==> src/rtl/masked_sbox_scheduler_pkg.sv <==
// Shared definitions for the masked S-box scheduler: FSM encoding, S-box
// latency, byte count and the in-flight tag carried alongside the S-box.
// Build option: SCHED_KEYSCHED_EN widens the operation to 20 bytes
// (16 state bytes followed by 4 key-schedule bytes).
package masked_sched_pkg;

    localparam int SBOX_LAT = 3;

`ifdef SCHED_KEYSCHED_EN
    localparam int NBYTES = 20;
`else
    localparam int NBYTES = 16;
`endif

    localparam int NBITS = 8 * NBYTES;
    // Issue counter must be able to hold NBYTES itself.
    localparam int CNTW  = $clog2(NBYTES + 1);
    localparam int IDXW  = $clog2(NBYTES);

    typedef enum logic [1:0] {
        ST_IDLE  = 2'd0,
        ST_ISSUE = 2'd1,
        ST_DRAIN = 2'd2,
        ST_DONE  = 2'd3
    } state_t;

    // One entry per S-box pipeline slot: which result byte it belongs to.
    typedef struct packed {
        logic            valid;
        logic [IDXW-1:0] idx;
    } tag_t;

endpackage

==> src/rtl/masked_sbox_scheduler_tag_pipe.sv <==
// Tag shift register that runs in lockstep with the external S-box pipeline.
// A tag entering in cycle t appears on out_tag in cycle t+SBOX_LAT, the same
// cycle the matching S-box result is on sb_out0/sb_out1.
module sbox_tag_pipe
    import masked_sched_pkg::*;
(
    input  logic clk,
    input  logic rst_n,
    input  tag_t in_tag,
    output tag_t out_tag
);

    tag_t stage [SBOX_LAT];

    // Shift tags one slot per cycle; reset drops every in-flight entry.
    always_ff @(posedge clk or negedge rst_n) begin
        if (!rst_n) begin
            for (int i = 0; i < SBOX_LAT; i++) begin
                stage[i] <= '0;
            end
        end else begin
            stage[0] <= in_tag;
            for (int i = 1; i < SBOX_LAT; i++) begin
                stage[i] <= stage[i-1];
            end
        end
    end

    assign out_tag = stage[SBOX_LAT-1];

endmodule

==> src/rtl/masked_sbox_scheduler.sv <==
// Masked S-box scheduler: captures a two-share state, feeds one byte per
// cycle (plus 64 fresh random bits) to the external masked S-box, tracks
// bytes in flight and reassembles the shared SubBytes result.
// Shares are never combined here: results are the raw S-box output shares.
// Build option: SCHED_KEYSCHED_EN adds kin0/kin1/kout0/kout1 (4 key bytes
// issued after the 16 state bytes).
//
// Handshakes: a transfer happens on a rising edge where valid and ready are
// both high. in_ready/out_valid are registered; rnd_ready is combinational
// (asserted in ISSUE whenever rnd_valid is high) and means rnd_i is consumed
// in that cycle.
module masked_sbox_scheduler
    import masked_sched_pkg::*;
(
    input  logic          CLK,
    input  logic          RST_N,
    input  logic          in_valid,
    output logic          in_ready,
    input  logic [127:0]  in0,
    input  logic [127:0]  in1,
`ifdef SCHED_KEYSCHED_EN
    input  logic [31:0]   kin0,
    input  logic [31:0]   kin1,
`endif
    input  logic [63:0]   rnd_i,
    input  logic          rnd_valid,
    output logic          rnd_ready,
    output logic [7:0]    sb_in0,
    output logic [7:0]    sb_in1,
    output logic [63:0]   sb_r,
    input  logic [7:0]    sb_out0,
    input  logic [7:0]    sb_out1,
    output logic          out_valid,
    input  logic          out_ready,
    output logic [127:0]  out0,
    output logic [127:0]  out1,
`ifdef SCHED_KEYSCHED_EN
    output logic [31:0]   kout0,
    output logic [31:0]   kout1,
`endif
    output state_t        dbg_state
);

    state_t           state;
    logic [CNTW-1:0]  cnt;
    logic [NBITS-1:0] cap0;
    logic [NBITS-1:0] cap1;
    logic [NBITS-1:0] res0;
    logic [NBITS-1:0] res1;
    logic [NBITS-1:0] load0;
    logic [NBITS-1:0] load1;
    tag_t             issue_tag;
    tag_t             done_tag;
    logic             issue;
    logic             last_issue;
    logic             last_capture;

`ifdef SCHED_KEYSCHED_EN
    assign load0 = {kin0, in0};
    assign load1 = {kin1, in1};
`else
    assign load0 = in0;
    assign load1 = in1;
`endif

    assign issue        = (state == ST_ISSUE) && rnd_valid;
    assign last_issue   = issue && (cnt == CNTW'(NBYTES - 1));
    // Bytes retire in issue order, so the last index marks the final capture.
    assign last_capture = done_tag.valid && (done_tag.idx == IDXW'(NBYTES - 1));

    assign rnd_ready = issue;
    assign dbg_state = state;

    // S-box inputs carry data only on issuing cycles, zero otherwise.
    always_comb begin
        sb_in0          = 8'd0;
        sb_in1          = 8'd0;
        sb_r            = 64'd0;
        issue_tag.valid = issue;
        issue_tag.idx   = cnt[IDXW-1:0];
        if (issue) begin
            sb_in0 = cap0[8*int'(cnt) +: 8];
            sb_in1 = cap1[8*int'(cnt) +: 8];
            sb_r   = rnd_i;
        end
    end

    sbox_tag_pipe u_tag_pipe (
        .clk     (CLK),
        .rst_n   (RST_N),
        .in_tag  (issue_tag),
        .out_tag (done_tag)
    );

    // Operation sequencer: capture, issue, wait for the pipe, hand off.
    always_ff @(posedge CLK or negedge RST_N) begin
        if (!RST_N) begin
            state     <= ST_IDLE;
            cnt       <= '0;
            cap0      <= '0;
            cap1      <= '0;
            in_ready  <= 1'b1;
            out_valid <= 1'b0;
        end else begin
            case (state)
                ST_IDLE: begin
                    if (in_valid) begin
                        cap0     <= load0;
                        cap1     <= load1;
                        cnt      <= '0;
                        in_ready <= 1'b0;
                        state    <= ST_ISSUE;
                    end
                end
                ST_ISSUE: begin
                    if (issue) begin
                        cnt <= cnt + 1'b1;
                        if (last_issue) begin
                            state <= ST_DRAIN;
                        end
                    end
                end
                ST_DRAIN: begin
                    if (last_capture) begin
                        out_valid <= 1'b1;
                        state     <= ST_DONE;
                    end
                end
                ST_DONE: begin
                    if (out_ready) begin
                        out_valid <= 1'b0;
                        in_ready  <= 1'b1;
                        state     <= ST_IDLE;
                    end
                end
                default: begin
                    state <= ST_IDLE;
                end
            endcase
        end
    end

    // Write each retiring S-box result into its byte slot of the result shares.
    always_ff @(posedge CLK or negedge RST_N) begin
        if (!RST_N) begin
            res0 <= '0;
            res1 <= '0;
        end else if (done_tag.valid) begin
            res0[8*int'(done_tag.idx) +: 8] <= sb_out0;
            res1[8*int'(done_tag.idx) +: 8] <= sb_out1;
        end
    end

    assign out0 = res0[127:0];
    assign out1 = res1[127:0];
`ifdef SCHED_KEYSCHED_EN
    assign kout0 = res0[159:128];
    assign kout1 = res1[159:128];
`endif

endmodule

==> config.mk <==
export PLATFORM = sky130hd
export DESIGN_NAME = masked_sbox_scheduler
export DESIGN_NICKNAME = d
export VERILOG_FILES = /design/src/rtl/masked_sbox_scheduler_pkg.sv /design/src/rtl/masked_sbox_scheduler_tag_pipe.sv /design/src/rtl/masked_sbox_scheduler.sv
export SDC_FILE = /design/constraint.sdc
export NUM_CORES = 1
export LEC_CHECK = 0
export CAP_MARGIN = 10
export CORE_AREA = 5 5 265 267
export DETAILED_ROUTE_END_ITERATION = 8
export DIE_AREA = 0 0 270 272
export PLACE_DENSITY = 0.71
export SETUP_SLACK_MARGIN = 0.05
export SLEW_MARGIN = 20
export SYNTH_ARGS = -nofsm -noshare
export SYNTH_HDL_FRONTEND = slang
export SYNTH_SLANG_ARGS = --single-unit
==> constraint.sdc <==
create_clock -name CLK -period 2.2 [get_ports CLK]
set_input_delay 0.44 -clock CLK [delete_from_list [all_inputs] [get_ports CLK]]
set_output_delay 0.44 -clock CLK [all_outputs]
set_load 0.005 [all_outputs]
==> results.tsv <==
stage	metric	value	unit
floorplanning	dieHeight	272	um
yosys	netlist_instances	1806	
placement	place.gp.congestion	0.926	
yosys	synth_top_cell_by_area	dfrtp_1	
drt	drt_pass1_iterations	7	
global_route	grt.total_usage	21.9	%
clock_network	insertion_delay	600	ps
timing	setup_viol	80	
placement	hpwl	61.3	mm
drt	drc	0	
clock_network	cts_tree	built	
pwr	power	40.3	mW
yosys	yosys_register_bits	536	
clock_network	cts_max_level	2	
run_status	failed_checks	negative setup slack	
worst_setup_path	r2r_slack	40	ps
run_status	status	finished, violations left	
worst_setup_path	cp-end-kind	primary output	
yosys	avgSynthCellArea	12.6	um2
worst_setup_path	cp.arrival	2530	ps
floorplanning	ioPinCount	682	
yosys	synth_warnings	0	
floorplanning	initial_core_util	33.5	%
timing	maxSlewHeadroom	59.4	%
global_route	grt_max_degree	74	
yosys	synthTopCellsByArea	dfrtp_1, mux2_2, mux4_2, nand2_1, o21ai_0	
floorplanning	die_w	270	um
finish	fin_util	51.7	%
yosys	syn_nets	2156	
timing	rsz0062_at_grt	yes	
hold_path	min_from	u_tag_pipe.stage[12]	
clock_network	clkSlewWorstSetupHoldPaths	60	ps
worst_setup_path	crit_family	multiplexers	
hold_path	min_path_type	register to register	
hold_path	worstHoldEndpoint	u_tag_pipe.stage[7]	
drt	vias_per_cell	5.18	
global_route	grt_pass1_vias	19400	
pwr	p_per_area	1150	nW/um2
global_route	grt_pass1_wl	124	mm
timing	fmax	0.337	GHz
worst_setup_path	required	1760	ps
yosys	synth_top_area_share	58.8	%
timing	fin_crit_sh	135	%
worst_setup_path	start_kind	register	
finish	nFillCells	5558	
finish	fin_nets	2946	
worst_setup_path	critPathMaxFanout	8	
timing	worstMarginPinSlew	607	ps
floorplanning	core_area	67900	um2
clock_network	cts_buffers	56	
worst_setup_path	reg2reg_from	u_tag_pipe.out_tag[0]	
floorplanning	die_area	73400	um2
finish	fin_cells	3527	
clock_network	root_buffer	clkbuf_16	
timing	setup_tns	-37660	ps
yosys	synthFlopType	dfrtp_1	
job	maxCapViolCount	0	
timing	worst_slack	-769	ps
finish	ff_latch_area	13400	um2
pwr	p_leak	15.4	nW
worst_setup_path	cpMaxStageDelayCell	mux4_2	
global_route	overflow	0	
yosys	ys_seq_area_share	58.9	%
drt	wire_per_inst	23.8	um
clock_network	clk_path_buf_depth	3	
finish	drive_gt1_share	32.0	%
drt	drtAntennaViolNets	0	
worst_setup_path	crit_top_cell	buf_6	
drt	vias	18300	
yosys	ys_types	45	
worst_setup_path	reg2reg_depth	8	
timing	finalMaxSlewViolations	0	
worst_setup_path	cp_num_buf_inv	3	
timing	skew	17.5	ps
yosys	async_flop_share	100	%
placement	port_buffers	681	
clock_network	cts_sinks	536	
worst_setup_path	rr_endpoint	out1[3]	
worst_setup_path	path_cells	buf_6 > buf_6 > mux4_2 > a22oi_2 > o221ai_2 > buf_2	
floorplanning	rows	96	
worst_setup_path	crit_path_max_incr_delay	550	ps
worst_setup_path	setup.worst_path.class	register to primary output	
timing	finalHoldViolCount	0	
placement	dp_cells	3366	
finish	syn2layout_area_growth	54.2	%
pwr	ir_worst_vdd	0.751	mV
drt	drt_iter0_markers	1540	
global_route	antenna_found_initial	22	
finish	multi_input_area	9380	um2
hold_path	holdPathStages	0	
drt	drt-total-wl	83.9	mm
yosys	synth_edf_count	0	
timing	post-route-min-period	2970	ps
yosys	synth_area	22800	um2
timing repair:
action | in CTS | in global routing
hold buffers | 1 | 0
endpoints found under the setup margin | 124 | 310
gates cloned | 15 | 5
endpoints found under the hold margin | 37 | 0
pin swaps | 19 | 13
gates resized for setup | 525 | 127
buffers inserted | 33 | 19
registers in the layout, summed over array words and instances, names as in the netlist:
register            flops
in_ready                1
dbg_state               2
u_tag_pipe.out_tag      5
cnt                     5
u_tag_pipe.stage       10
out_valid               1
out1                  128
cap0                  128
out0                  128
cap1                  128
cell usage after synthesis (2+ instances only):
cell / number
a21o_1: 2
a21oi_1: 10
a22oi_1: 18
and3_1: 66
buf_1: 4
buf_2: 66
buf_4: 3
buf_6: 3
clkbuf_1: 48
dfrtp_1: 535
ha_1: 9
inv_1: 57
mux2_2: 282
mux2_4: 10
mux2i_1: 17
mux4_2: 62
nand2_1: 307
nand2_4: 2
nand2b_1: 3
nand3_1: 16
nand4_1: 2
nor2_1: 24
nor2b_1: 2
nor3_1: 6
o21ai_0: 166
o21ai_1: 2
o221ai_1: 17
o22ai_1: 3
o31ai_1: 48
power breakdown:
| group | switching [mW] | internal (mW) |
|---|---|---|
| logic | 6.73 | 8.81 |
| registers | 1.87 | 13.0 |
| clock network | 3.92 | 5.91 |
through the flow:
step | setup slack [ps] | instance area (um2) | hold WS, ps
floorplan | 54.0 | 22800 | 144
global placement | -1070 | 31500 | 336
global route | -848 | 35100 | 351
finish | -769 | 35100 | 347
CTS | -826 | 34600 | 348
detailed placement | -1060 | 31500 | 335
area by class of cell:
class	count	share of cell area (%)
diodes	9	0.0642
clock buffers	81	4.64
clock inverters	17	0.767
inverters	58	0.638
multi-input cells	1088	26.7
flip-flops and latches	536	38.3
well taps	882	3.14
repair buffers	856	25.8
cells in the final DEF (no fill, tap or decap), types with 49 or more instances in the layout:
cell type / count
nand2_1: 302
and3_4: 53
clkdlybuf4s50_1: 596
buf_4: 78
dfrtp_1: 532
mux4_2: 62
buf_6: 88
clkbuf_16: 62
mux2_2: 259
o21ai_0: 156
inv_1: 49
cell families (layout without fill, tap and decap cells):
kind of cell	Yosys count	after routing	synth area share (%)
other	0	9	0
adder cells (fa/ha/maj)	9	9	0.495
XOR/XNOR	1	1	0.0385
flip-flops	536	536	58.9
buffers and inverters	182	1012	3.51
AND/OR/NAND/NOR	437	437	8.41
AO/OA/AOI/OAI	270	270	7.10
multiplexers	371	371	21.5
metal layers:
layer  global-route usage (%)  part of all wire [%]
met1                     26.1                    37
met2                     37.4                    49
met3                     6.92                   9.1
met4                     7.98                   4.1
met5                        0                  0.15
worst register-to-register path, stage by stage, from the launching register on:
cell	delay (ps)
dfrtp_2	420
nor3_2	190
ha_1	270
nand2b_4	160
nor3_4	190
and4_4	270
buf_12	120
buf_16	140
mux2_4	300
how the worst max path moves through the flow:
stage	cells after the start	from	to
after CTS	6	cnt[0]	sb_in0[2]
after detailed placement	10	rnd_valid	sb_in0[2]
after global placement	10	rnd_valid	sb_in0[2]
after floorplan	10	dbg_state[1]	sb_in0[2]
final	6	cnt[0]	sb_in0[2]
after global routing	6	cnt[0]	sb_in0[2]
No activity file was read; power rests on OpenSTA's default activity.
